## config.mk

```make
export PLATFORM = sky130hd
export DESIGN_NAME = frame_deframer
export DESIGN_NICKNAME = d
export VERILOG_FILES = /design/src/rtl/frame_deframer_pkg.sv /design/src/rtl/frame_deframer_crc32_byte.sv /design/src/rtl/frame_deframer.sv
export SDC_FILE = /design/constraint.sdc
export NUM_CORES = 1
export LEC_CHECK = 0
export CORE_MARGIN = 1.5
export CORE_UTILIZATION = 30
export CTS_CLUSTER_DIAMETER = 30
export DETAILED_ROUTE_END_ITERATION = 8
export SETUP_SLACK_MARGIN = 0.05
export SLEW_MARGIN = 20
export SYNTH_ARGS = -nofsm -noshare
export SYNTH_HDL_FRONTEND = slang
export SYNTH_SLANG_ARGS = --single-unit
```

## constraint.sdc

```tcl
create_clock -name clk -period 7.18 [get_ports clk]
set_input_delay 2.154 -clock clk [delete_from_list [all_inputs] [get_ports clk]]
set_output_delay 2.154 -clock clk [all_outputs]
set_load 0.01 [all_outputs]
```

## src/rtl/frame_deframer_pkg.sv

```systemverilog
// Shared constants and types for the byte-stuffed frame receiver and its consumer.
// Latency: n/a (declarations only).
// Backpressure: n/a.
package frame_deframer_pkg;

    // Link-layer flag bytes
    localparam logic [7:0] FRAME_START = 8'h06;
    localparam logic [7:0] FRAME_END   = 8'h07;
    localparam logic [7:0] ESC_VAL     = 8'h14;
    localparam logic [7:0] ESC_XOR     = 8'h20;

    // Message code reported alongside every error pulse
    localparam logic [7:0] ERROR       = 8'h04;

    // Error cause encodings
    localparam logic [1:0] CAUSE_NONE  = 2'b00;
    localparam logic [1:0] CAUSE_LEN   = 2'b01;
    localparam logic [1:0] CAUSE_CRC   = 2'b10;
    localparam logic [1:0] CAUSE_ESC   = 2'b11;

    // CRC-32/MPEG-2 seed
    localparam logic [31:0] CRC_INIT   = 32'hFFFF_FFFF;

    typedef enum logic [2:0] {
        ST_HUNT,
        ST_RECV,
        ST_ESC,
        ST_CHECK,
        ST_HOLD
    } state_e;

    // True for bytes that may never follow an escape byte
    function automatic logic is_delim(input logic [7:0] b);
        return (b == FRAME_START) || (b == FRAME_END);
    endfunction

endpackage

```

## src/rtl/frame_deframer_crc32_byte.sv

```systemverilog
// One byte of a non-reflected CRC-32 shift register, MSB of the byte first.
// Latency: purely combinational.
// Backpressure: none.
module crc32_byte (
    input  logic [31:0] crc_i,
    input  logic [7:0]  byte_i,
    input  logic [31:0] poly_i,
    output logic [31:0] crc_o
);

    // Clock eight message bits through the LFSR, feeding back the polynomial on a 1.
    always_comb begin
        logic [31:0] c;
        c = crc_i;
        for (int i = 7; i >= 0; i--) begin
            if (c[31] ^ byte_i[i]) begin
                c = {c[30:0], 1'b0} ^ poly_i;
            end else begin
                c = {c[30:0], 1'b0};
            end
        end
        crc_o = c;
    end

endmodule

```

## src/rtl/frame_deframer.sv

```systemverilog
// Strips byte stuffing from a serial byte stream, assembles a fixed-size frame and checks its CRC-32.
// Latency: frame_valid rises two clocks after the FRAME_END byte is presented.
// Backpressure: a checked frame is held until frame_ready; bytes arriving meanwhile are dropped and counted.
module frame_deframer
    import frame_deframer_pkg::*;
#(
    parameter int          FRAME_SIZE = 75,
    parameter logic [31:0] CRC_POLY   = 32'h04C1_1DB7
) (
    input  logic                    clk,
    input  logic                    rst_n,
    input  logic [7:0]              rx_data,
    input  logic                    rx_valid,
    output logic [0:FRAME_SIZE*8-1] frame_out,
    output logic                    frame_valid,
    input  logic                    frame_ready,
    output logic                    err_valid,
    output logic [7:0]              err_code,
    output logic [1:0]              err_cause,
    output logic [7:0]              drop_cnt
);

    localparam int               CNT_W        = $clog2(FRAME_SIZE + 1);
    localparam logic [CNT_W-1:0] CNT_FULL     = CNT_W'(FRAME_SIZE);
    // Last byte index covered by the CRC; the trailing four bytes carry the CRC itself
    localparam logic [CNT_W-1:0] CNT_CRC_LAST = CNT_W'(FRAME_SIZE - 5);
    localparam int               CRC_BASE     = (FRAME_SIZE - 4) * 8;

    state_e                  st_q, st_d;
    logic [CNT_W-1:0]        cnt_q, cnt_d;
    logic [31:0]             crc_q, crc_d;
    logic [0:FRAME_SIZE*8-1] frame_q;
    logic                    err_vld_q, err_set;
    logic [7:0]              err_code_q;
    logic [1:0]              err_cause_q, cause_d;
    logic [7:0]              drop_q, drop_d;

    logic                    store;
    logic                    wr_en;
    logic [7:0]              wr_byte;
    logic [31:0]             crc_step;
    logic [31:0]             crc_rx;

    crc32_byte u_crc (
        .crc_i  (crc_q),
        .byte_i (wr_byte),
        .poly_i (CRC_POLY),
        .crc_o  (crc_step)
    );

    // CRC field as received, most significant byte first
    assign crc_rx = frame_q[CRC_BASE +: 32];

    // Next-state, store decision and error detection for the receive FSM.
    always_comb begin
        st_d    = st_q;
        cnt_d   = cnt_q;
        crc_d   = crc_q;
        drop_d  = drop_q;
        store   = 1'b0;
        wr_en   = 1'b0;
        wr_byte = rx_data;
        err_set = 1'b0;
        cause_d = CAUSE_NONE;

        case (st_q)
            ST_HUNT: begin
                if (rx_valid && (rx_data == FRAME_START)) begin
                    st_d  = ST_RECV;
                    cnt_d = '0;
                    crc_d = CRC_INIT;
                end
            end
            ST_RECV: begin
                if (rx_valid) begin
                    if (rx_data == FRAME_END) begin
                        st_d = ST_CHECK;
                    end else if (rx_data == ESC_VAL) begin
                        st_d = ST_ESC;
                    end else if (rx_data == FRAME_START) begin
                        // A fresh start flag silently abandons the partial frame
                        cnt_d = '0;
                        crc_d = CRC_INIT;
                    end else begin
                        store = 1'b1;
                    end
                end
            end
            ST_ESC: begin
                if (rx_valid) begin
                    if (is_delim(rx_data)) begin
                        err_set = 1'b1;
                        cause_d = CAUSE_ESC;
                        st_d    = ST_HUNT;
                    end else begin
                        wr_byte = rx_data ^ ESC_XOR;
                        store   = 1'b1;
                        st_d    = ST_RECV;
                    end
                end
            end
            ST_CHECK: begin
                if (cnt_q != CNT_FULL) begin
                    err_set = 1'b1;
                    cause_d = CAUSE_LEN;
                    st_d    = ST_HUNT;
                end else if (crc_q != crc_rx) begin
                    err_set = 1'b1;
                    cause_d = CAUSE_CRC;
                    st_d    = ST_HUNT;
                end else begin
                    st_d = ST_HOLD;
                end
            end
            ST_HOLD: begin
                if (rx_valid && (drop_q != 8'hFF)) begin
                    drop_d = drop_q + 8'd1;
                end
                if (frame_ready) begin
                    st_d = ST_HUNT;
                end
            end
            default: begin
                st_d = ST_HUNT;
            end
        endcase

        // Shared store path for plain and unescaped bytes; overflow aborts the frame
        if (store) begin
            if (cnt_q == CNT_FULL) begin
                err_set = 1'b1;
                cause_d = CAUSE_LEN;
                st_d    = ST_HUNT;
            end else begin
                wr_en = 1'b1;
                cnt_d = cnt_q + 1'b1;
                if (cnt_q <= CNT_CRC_LAST) begin
                    crc_d = crc_step;
                end
            end
        end
    end

    // FSM state, byte count, running CRC and drop counter.
    always_ff @(posedge clk or negedge rst_n) begin
        if (!rst_n) begin
            st_q   <= ST_HUNT;
            cnt_q  <= '0;
            crc_q  <= CRC_INIT;
            drop_q <= '0;
        end else begin
            st_q   <= st_d;
            cnt_q  <= cnt_d;
            crc_q  <= crc_d;
            drop_q <= drop_d;
        end
    end

    // Frame buffer doubles as the output register; it is never written while a frame is held.
    always_ff @(posedge clk or negedge rst_n) begin
        if (!rst_n) begin
            frame_q <= '0;
        end else if (wr_en) begin
            frame_q[int'(cnt_q)*8 +: 8] <= wr_byte;
        end
    end

    // Error pulse plus sticky code and cause from the most recent error.
    always_ff @(posedge clk or negedge rst_n) begin
        if (!rst_n) begin
            err_vld_q   <= 1'b0;
            err_code_q  <= '0;
            err_cause_q <= CAUSE_NONE;
        end else begin
            err_vld_q <= err_set;
            if (err_set) begin
                err_code_q  <= ERROR;
                err_cause_q <= cause_d;
            end
        end
    end

    assign frame_out   = frame_q;
    assign frame_valid = (st_q == ST_HOLD);
    assign err_valid   = err_vld_q;
    assign err_code    = err_code_q;
    assign err_cause   = err_cause_q;
    assign drop_cnt    = drop_q;

endmodule

```

* Yosys cells after proc, flatten, opt, wreduce, memory -nomap -nowiden
Cells that the tools add are included.
Widths: inputs -> output; s select.
** Storage, ports and cells
- Flip-flop bits (word level) :: 654
- Input bits :: 12
- Output and inout port bits :: 620
- Word-level logic and storage cells :: 112
** Cells by class
- $add $sub $neg :: 3
- Magnitude comparators :: 1
- Equality and inequality tests :: 11
- Shifts and indexed selects :: 2
- Multiplexer cells :: 64
- Bitwise logic cells :: 18
- Reduce and logical (&&, ||, !) cells :: 5
** Operators with widths (count)
- $shift 601x33->600 const A :: 1
- $shiftx 601x33->600 :: 1
- $bwmux 600 :: 1
- $mux 32 :: 8
- $mux 27 :: 8
- $not 14->14 :: 8
- $pmux 32 s2 :: 1
- $mux 7 :: 7
- $neg 32->33 :: 1
- $ne 32x32->1 :: 1
- $not 10->32 :: 1
- $mux 3 :: 10
- $mux 6 :: 3
- $eq 8x3->1 const B :: 2
- $mux 1 :: 15
- $pmux 3 s5 :: 1
- $pmux 7 s2 :: 1
- $mux 2 :: 6
- $add 8x1->8 const B :: 1
- $eq 8x5->1 const B :: 1
- $ne 8x8->1 const B :: 1
- $xor 1x1->1 :: 8
- $add 7x1->7 const B :: 1
- $eq 7x7->1 const B :: 1
- other kinds (12) :: 15

* Longest topological paths before layout
Gate-level depths: netlist (run 1).
- Depth after elaboration :: 20
- Gate-level depth with buffers :: 10
- Mapped depth without buffers :: 7

* Hierarchy
From an unflattened synthesis (run 1), not the netlist that was laid out.
** Unflattened totals
- Cell total of the unflattened synthesis :: 2970
- Area total of the unflattened synthesis :: 31326.3 sq um
** Modules (own cells, without submodules)
- frame_deframer :: instances 1, cells each 2371, area an instance 26990.9 sq um, sequential area each 16405.7 sq um
- crc32_byte :: instances 1, cells each 599, area an instance 4335.4 sq um, sequential area each 0.0 sq um

* Worst setup path before layout (run 1)
Ideal clock, no wire load.
- Kind :: input port to flip-flop
- Start :: in rx_data[7]
- End :: reg frame_q (netlist bit frame_out[299])
- Setup time :: 0.118 ns
- Arrival :: 3.939 ns
- Data required time :: 7.062 ns
- Setup slack :: 3.123 ns
- Stages :: 8
- Path buffers :: 2
- Path through :: nor4b_2 -> nor2b_1 -> a21oi_2 -> nand4_1 -> clkbuf_1 -> buf_1 -> nor3_1 -> a21o_1
** Between the ends
- Longest elaborated chain between the ends :: 7
- Elaborated cells on any way between the ends :: 17
- Classes of those cells :: eq/ne: 3; shift: 1; mux: 12; reduce/logical: 1
** RTL lines
- start: declaration :: line frame_deframer.sv:12 : input logic [7:0] rx_data,
- $eq 8x3->1 (on tied branches) :: line frame_deframer_pkg.sv:34, frame_deframer.sv:80, frame_deframer.sv:76
- $logic_or 1x1->1 / $mux 1 (equally long branches) :: line frame_deframer_pkg.sv:34, frame_deframer.sv:80
- $mux 6 / $mux 1 (equally long branches) :: line frame_deframer.sv:91, frame_deframer.sv:78
- $mux 6 / $mux 1 (equally long branches) :: line frame_deframer.sv:90, frame_deframer.sv:76
- $mux 6 / $mux 1 (equally long branches) :: line frame_deframer.sv:66, frame_deframer.sv:75
- $shiftx 601x33->600 / $pmux 1 s2 (equally long branches) :: line frame_deframer.sv:164, frame_deframer.sv:66
- $bwmux 600 / $mux 1 (equally long branches) :: line frame_deframer.sv:164, frame_deframer.sv:129
- end signal: indexed assignment :: line frame_deframer.sv:164 : frame_q[int'(cnt_q)*8 +: 8] <= wr_byte;
- end: declaration :: line frame_deframer.sv:32 : logic [0:FRAME_SIZE*8-1] frame_q;
Parallel ways exist; a longest one is shown, timed or not.
A chain may end at the register's enable or synchronous reset.

* Worst setup path in the final report (run 1)
- Start :: in rx_valid
- End :: reg frame_q (netlist bit frame_out[266])
** Between the ends
- Longest elaborated chain between the ends :: 4
- Elaborated cells on any way between the ends :: 8
- Classes of those cells :: shift: 1; mux: 7
** RTL lines
- start: declaration :: line frame_deframer.sv:13 : input logic rx_valid,
- $mux 6 :: line frame_deframer.sv:90 : if (rx_valid) begin
- $mux 6 :: line frame_deframer.sv:66 : case (st_q)
- $shiftx 601x33->600 :: line frame_deframer.sv:164
- $bwmux 600 :: line frame_deframer.sv:164
Parallel ways exist; a longest one is shown, timed or not.

==> flow_summary.yaml, run 1 <==
power_and_ir_drop:
  p_sw_w: 0.00303
  p_int_w: 0.00938
  netSwitchingFraction: 0.244
  power.share.clock: 0.631
  power.leakage_nw: 18.5
  pwr-share-seq: 0.307
  p_per_area_nw_per_um2: 300
  p_comb_frac: 0.062
  peakVddDrop_mv: 0.246
synthesis:
  synth_top_flop_cell: "dfrtp_1"
  synth_most_common_cell: "dfrtp_1"
  synth_top_cell_area_share: 0.558
  yosys_warnings: 0
  synth_edf_count: 0
  synthesis.area_um2: 27900
  yosysUniqueCellTypes: 62
  yosys-top-cells-count: "622 x dfrtp_1, 388 x nand2_1, 249 x o21ai_0"
  synthArstFlopShare: 1.00
  yosysSeqAreaShare: 0.588
  yosysTopAreaCell: "dfrtp_1"
  ys_ff_latch: 654
  syn_inst: 2578
  synthTopCellsByArea: "dfrtp_1 56%, mux2_2 7.7%, nand2_1 5.2%"
  syn_avg_cell_area_um2: 10.8
worst_hold_path:
  min_path_type: "reg2reg"
  whs_path_depth: 1
place:
  gp_congestion: 0.820
  place_area_um2: 35400
  dp_hpwl_mm: 81.4
  io_buffers: 624
worst_setup_path:
  path_max_fanout: 19
  crit_chain: "clkdlybuf4s50_1 -> nand4bb_4 -> a21o_2 -> a21oi_4 -> nand2_1 -> nor2_1 -> mux2_2"
  cp.required_ns: 7.79
  slowest_stage: "clkdlybuf4s50_1"
  worstSetupEndpointType: "register"
  crit_path_max_incr_delay_ns: 0.72
  crit_type: "in2reg"
  start_kind: "primary input"
  arrival_ns: 5.53
  rr_worst_depth: 7
global_routing:
  grt_pass1_vias: 23100
  grt_max_degree: 159
  grt-ovfl-total: 0
  globalRouteTotalUtil: 0.244
  antenna_found_initial: 2
  grt_pass1_wl_mm: 167
drt:
  dr.first_iter.drc_count: 1479
  wl_mm: 117
  routed_via_density: 4.97
  antenna_left: 0
  dr.pass1.iters: 5
  vias: 23000
  remaining_drc_errors: 0
  avgRoutedWirePerCell_um: 25.2
cts:
  cts_tree: "yes"
  worst_skew_pair.late_latency_ns: 0.76
  cts_buffers: 162
  path_clk_slew_ns: 0.05
  ctsResizeCount: 0
  postCtsSetupBuffers: 0
  clock_path_buffers: 3
  clock_sinks: 654
  postCtsHoldBufs: 0
  cts_root_buf: "clkbuf_16"
  htreeDepth: 4
layout:
  nets: 3257
  seq_area_um2: 16400
  diodes: 0
  fillCellCount: 8715
  postLayoutCellArea_um2: 41400
  layout-drive-gt1-share: 0.180
  syn_to_final_growth_pct: 48.4
  multi_input_area_um2: 10700
floorplan:
  io_pins: 632
  start_util: 0.303
  dieArea_um2: 94800
  dieHeight_um: 308
  row_count: 111
  die_w_um: 308
  coreArea_um2: 91900
timing:
  setup_viol: 0
  post-route-min-period_ns: 4.92
  max_freq_mhz: 203
  worst_slew_pin_slew_ns: 1.11
  fin_crit_sh: 0.685
  slew_viol_final: 0
  finalHoldViolations: 0
  tns_ns: 0
  rsz0062_at_grt: "no"
  finClkSkew_ns: 0.0382
  relSlewSlack: 0.261
job:
  cap_violations: 0
status:
  status: "complete, no violations"
cell families after synthesis:
logic type,after synthesis,synth area share
simple gates,847,0.137
xor+xnor,108,0.0360
flops,654,0.588
fa+ha+maj,7,0.00314
buf+inv,222,0.0320
mux,204,0.0817
other cells,1,0.000134
compound gates,535,0.123
power groups by stage:
| stage | clock network [W] | logic (W) | registers (W) |
|---|---|---|---|
| detailed placement | 0 | 0.000773 | 0.00387 |
| CTS | 0.00794 | 0.000779 | 0.00381 |
| global placement | 0 | 0.000773 | 0.00387 |
| finish | 0.00782 | 0.000769 | 0.00381 |
| floorplan | 0 | 0.000471 | 0.00385 |
| global route | 0.00813 | 0.000837 | 0.00382 |
area by class of cell:
cell class	count	share of cell area
Clock buffer	211	0.109
Clock inverter	93	0.0348
Inverter	33	0.00299
Multi-Input combinational cell	1708	0.258
Sequential cell	654	0.396
Tap cell	1243	0.0376
Timing Repair Buffer	679	0.161
layer usage:
| layer | GRT usage | vias up | share of wire | routed length, um |
|---|---|---|---|---|
| met2 | 0.377 | 807 | 0.46 | 53500 |
| met1 | 0.305 | 11600 | 0.42 | 48600 |
| met3 | 0.0832 | 228 | 0.081 | 9390 |
| met5 | 0 | - | 0 | 0 |
| met4 | 0.114 | 0 | 0.044 | 5180 |
| li1 | - | 10400 | - | - |
through the flow:
stage | power, W | setup slack (ns) | hold WS (ns) | std cells | utilization
floorplan | 0.00432 | 3.12 | 0.513 | 2584 | -
global placement | 0.00464 | 1.56 | 0.459 | 4317 | 0.385
detailed placement | 0.00464 | 1.52 | 0.465 | 4317 | 0.385
CTS | 0.0125 | 2.23 | 0.474 | 4621 | 0.450
global route | 0.0128 | 2.01 | 0.488 | 4621 | 0.450
finish | 0.0124 | 2.26 | 0.468 | 4621 | 0.450
layout by cell type, fill, tap and decap left out, types with 41 or more instances in the layout:
cell type	count
nand2_1	384
o31ai_1	131
xnor2_1	49
mux2_2	190
o21ai_0	249
a21o_1	74
nor2_1	174
clkbuf_16	163
dfrtp_1	620
nand4_1	41
nand3_1	50
nor3_1	86
buf_4	52
xor2_1	54
clkdlybuf4s50_1	616
final timing paths:
kind | start | end | slack [ns]
hold reg to reg | frame_out[421]$_DFFE_PN0P_ | frame_out[421]$_DFFE_PN0P_ | 0.47
min in group asynchronous | rst_n | frame_out[221]$_DFFE_PN0P_ | 1.44
max in group asynchronous | rst_n | frame_out[535]$_DFFE_PN0P_ | 4.19
setup reg to reg | cnt_q[5]$_DFF_PN0_ | crc_q[9]$_DFF_PN1_ | 3.61
hold / removal | frame_out[421]$_DFFE_PN0P_ | frame_out[421]$_DFFE_PN0P_ | 0.47
setup / recovery | rx_valid | frame_out[266]$_DFFE_PN0P_ | 2.26
state kept, by name (all words and copies together), names as in the netlist:
name	count
frame_out	600
crc_q	32
drop_cnt	8
cnt_q	7
st_q	3
err_cause	2
err_code	1
err_valid	1
critical path, delay by kind of cell:
kind            cells  cell delay, ns
buf+inv             1            0.72
mux                 1            0.42
compound gates      2            0.79
simple gates        3            1.42
Note: power is estimated with default switching activity, not from simulation.
==> run 2: changes to the inputs <==
==> constraint.sdc (replaced) <==
create_clock -name clk -period 4 [get_ports clk]
set_input_delay 1.2 -clock clk [delete_from_list [all_inputs] [get_ports clk]]
set_output_delay 1.2 -clock clk [all_outputs]
set_load 0.01 [all_outputs]
==> run 2 against run 1 <==
- count of clock-buffer cells in the layout grew 15
- sequential cell count stayed put
- die area did not move
- design area grew 1.1%
- critical path depth fell by 4
- global-route usage is 0.069 points lower
- setup slack got worse by 1.7 ns
- routed wire length decreased by 0.37%
- via count grew 2.1%
- non-clock buffer count is 99 higher
- critical path type is now reg2out
- highest routed layer unchanged
==> flow_summary.yaml, run 2 (same netlist as run 1, synthesis figures left out) <==
drt:
  dr.pass1.iters: 5
  remaining_drc_errors: 0
  dr.first_iter.drc_count: 1772
  avgRoutedWirePerCell_um: 24.6
  routed_via_density: 4.98
  wl_mm: 116
  antenna_left: 0
  vias: 23500
worst_setup_path:
  arrival_ns: 2.27
  worstSetupEndpointType: "output pin"
  rr_worst_depth: 5
  path_max_fanout: 8
  crit_type: "reg2out"
  start_kind: "register"
  cp.required_ns: 2.80
layout:
  final_common_cell: "dfrtp_1"
  layoutNonFillerInstCount: 4715
  syn_to_final_growth_pct: 50.1
  multi_input_area_um2: 10700
  seq_area_um2: 16400
  utilization: 0.455
  nets: 3355
  largest_reg_flops: 600
  final_cell_mix: "620 x dfrtp_1, 616 x clkdlybuf4s50_1, 384 x nand2_1, 249 x o21ai_0, 190 x mux2_2"
  layout-drive-gt1-share: 0.199
  fillCellCount: 8680
cts:
  ctsResizeCount: 0
  path_clk_slew_ns: 0.05
  cts_root_buf: "clkbuf_16"
  postCtsSetupBuffers: 0
  htreeDepth: 4
  clock_sinks: 654
  postCtsHoldBufs: 0
  cts_tree: "yes"
  cts_buffers: 161
  worst_skew_pair.late_latency_ns: 0.75
  clock_path_buffers: 3
timing:
  max_freq_mhz: 288
  rsz0062_at_grt: "no"
  slew_viol_final: 0
  finClkSkew_ns: 0.0333
  fin_crit_sh: 0.868
  hold_slack_ns: 0.387
  relSlewSlack: 0.344
  post-route-min-period_ns: 3.47
  worst_slew_pin_slew_ns: 0.979
  tns_ns: 0
  finalHoldViolations: 0
  setup_viol: 0
power_and_ir_drop:
  peakVddDrop_mv: 0.459
  power.leakage_nw: 18.9
  p_per_area_nw_per_um2: 509
global_routing:
  globalRouteTotalUtil: 0.243
  grt-ovfl-total: 0
  grt_pass1_vias: 23700
  antenna_found_initial: 2
  grt_pass1_wl_mm: 168
  grt_max_degree: 97
floorplan:
  coreArea_um2: 91900
  die_w_um: 308
  dieArea_um2: 94800
  dieHeight_um: 308
  row_count: 111
  io_pins: 632
  start_util: 0.303
place:
  dp.cells: 4416
  dp_hpwl_mm: 83.8
  gp_congestion: 0.878
  io_buffers: 624
job:
  cap_violations: 0
worst_hold_path:
  min_path_type: "in2async"
status:
  status: "complete, no violations"
-- run 2: cell types whose count changed in the layout (fill, tap and decap cells not counted), sizes merged --
cell,delta
clkinvlp,-2
clkinv,-5
buf,+99
bufinv,-13
inv,-1
diode,+1
clkbuf,+15
-- run 2: final timing paths --
path / from / to / slack [ns]
max in group asynchronous: rst_n / frame_out[238]$_DFFE_PN0P_ / 2.60
min in group clk: frame_out[538]$_DFFE_PN0P_ / frame_out[538]$_DFFE_PN0P_ / 0.47
worst max register to register: cnt_q[4]$_DFF_PN0_ / frame_out[74]$_DFFE_PN0P_ / 0.81
worst min-delay path: rst_n / frame_out[220]$_DFFE_PN0P_ / 0.39
worst max-delay path: st_q[2]$_DFF_PN0_ / frame_valid / 0.53
worst min register to register: frame_out[538]$_DFFE_PN0P_ / frame_out[538]$_DFFE_PN0P_ / 0.47
-- run 2: through the flow --
stage | worst slack [ns] | instance area, um2 | total power (W)
floorplan | 0.897 | 27900 | 0.00775
global placement | 0.110 | 36300 | 0.00838
detailed placement | 0.0546 | 36300 | 0.00838
CTS | 0.472 | 41900 | 0.0215
global route | 0.447 | 41900 | 0.0220
finish | 0.529 | 41900 | 0.0213
-- run 2: report_power, final --
group          switching (W)  internal [W]  leakage, nW
Sequential          0.000111       0.00675         8.87
Clock                0.00418       0.00883         2.67
Combinational       0.000916      0.000514         7.31
Total                0.00521        0.0161         18.9
-- run 2: layer usage --
metal | GRT usage | vias up | share of wire
li1 | - | 10600 | -
met1 | 0.305 | 11800 | 0.42
met2 | 0.383 | 861 | 0.46
met3 | 0.0734 | 239 | 0.076
met4 | 0.113 | 0 | 0.044
met5 | 0 | - | 0
-- run 2: worst max-delay path, stage by stage, from the launching register on --
cell and delay (ns):
dfrtp_1 0.57, nor3b_1 0.23, buf_4 0.18, clkdlybuf4s50_1 0.54
-- run 2: final cells by class --
class	count	share of cell area
multi-input combinational	1708	0.255
tap	1243	0.0371
clock inverter	72	0.0212
clock buffer	226	0.111
timing repair buffer	778	0.181
antenna	1	0.0000598
inverter	33	0.00296
sequential	654	0.392
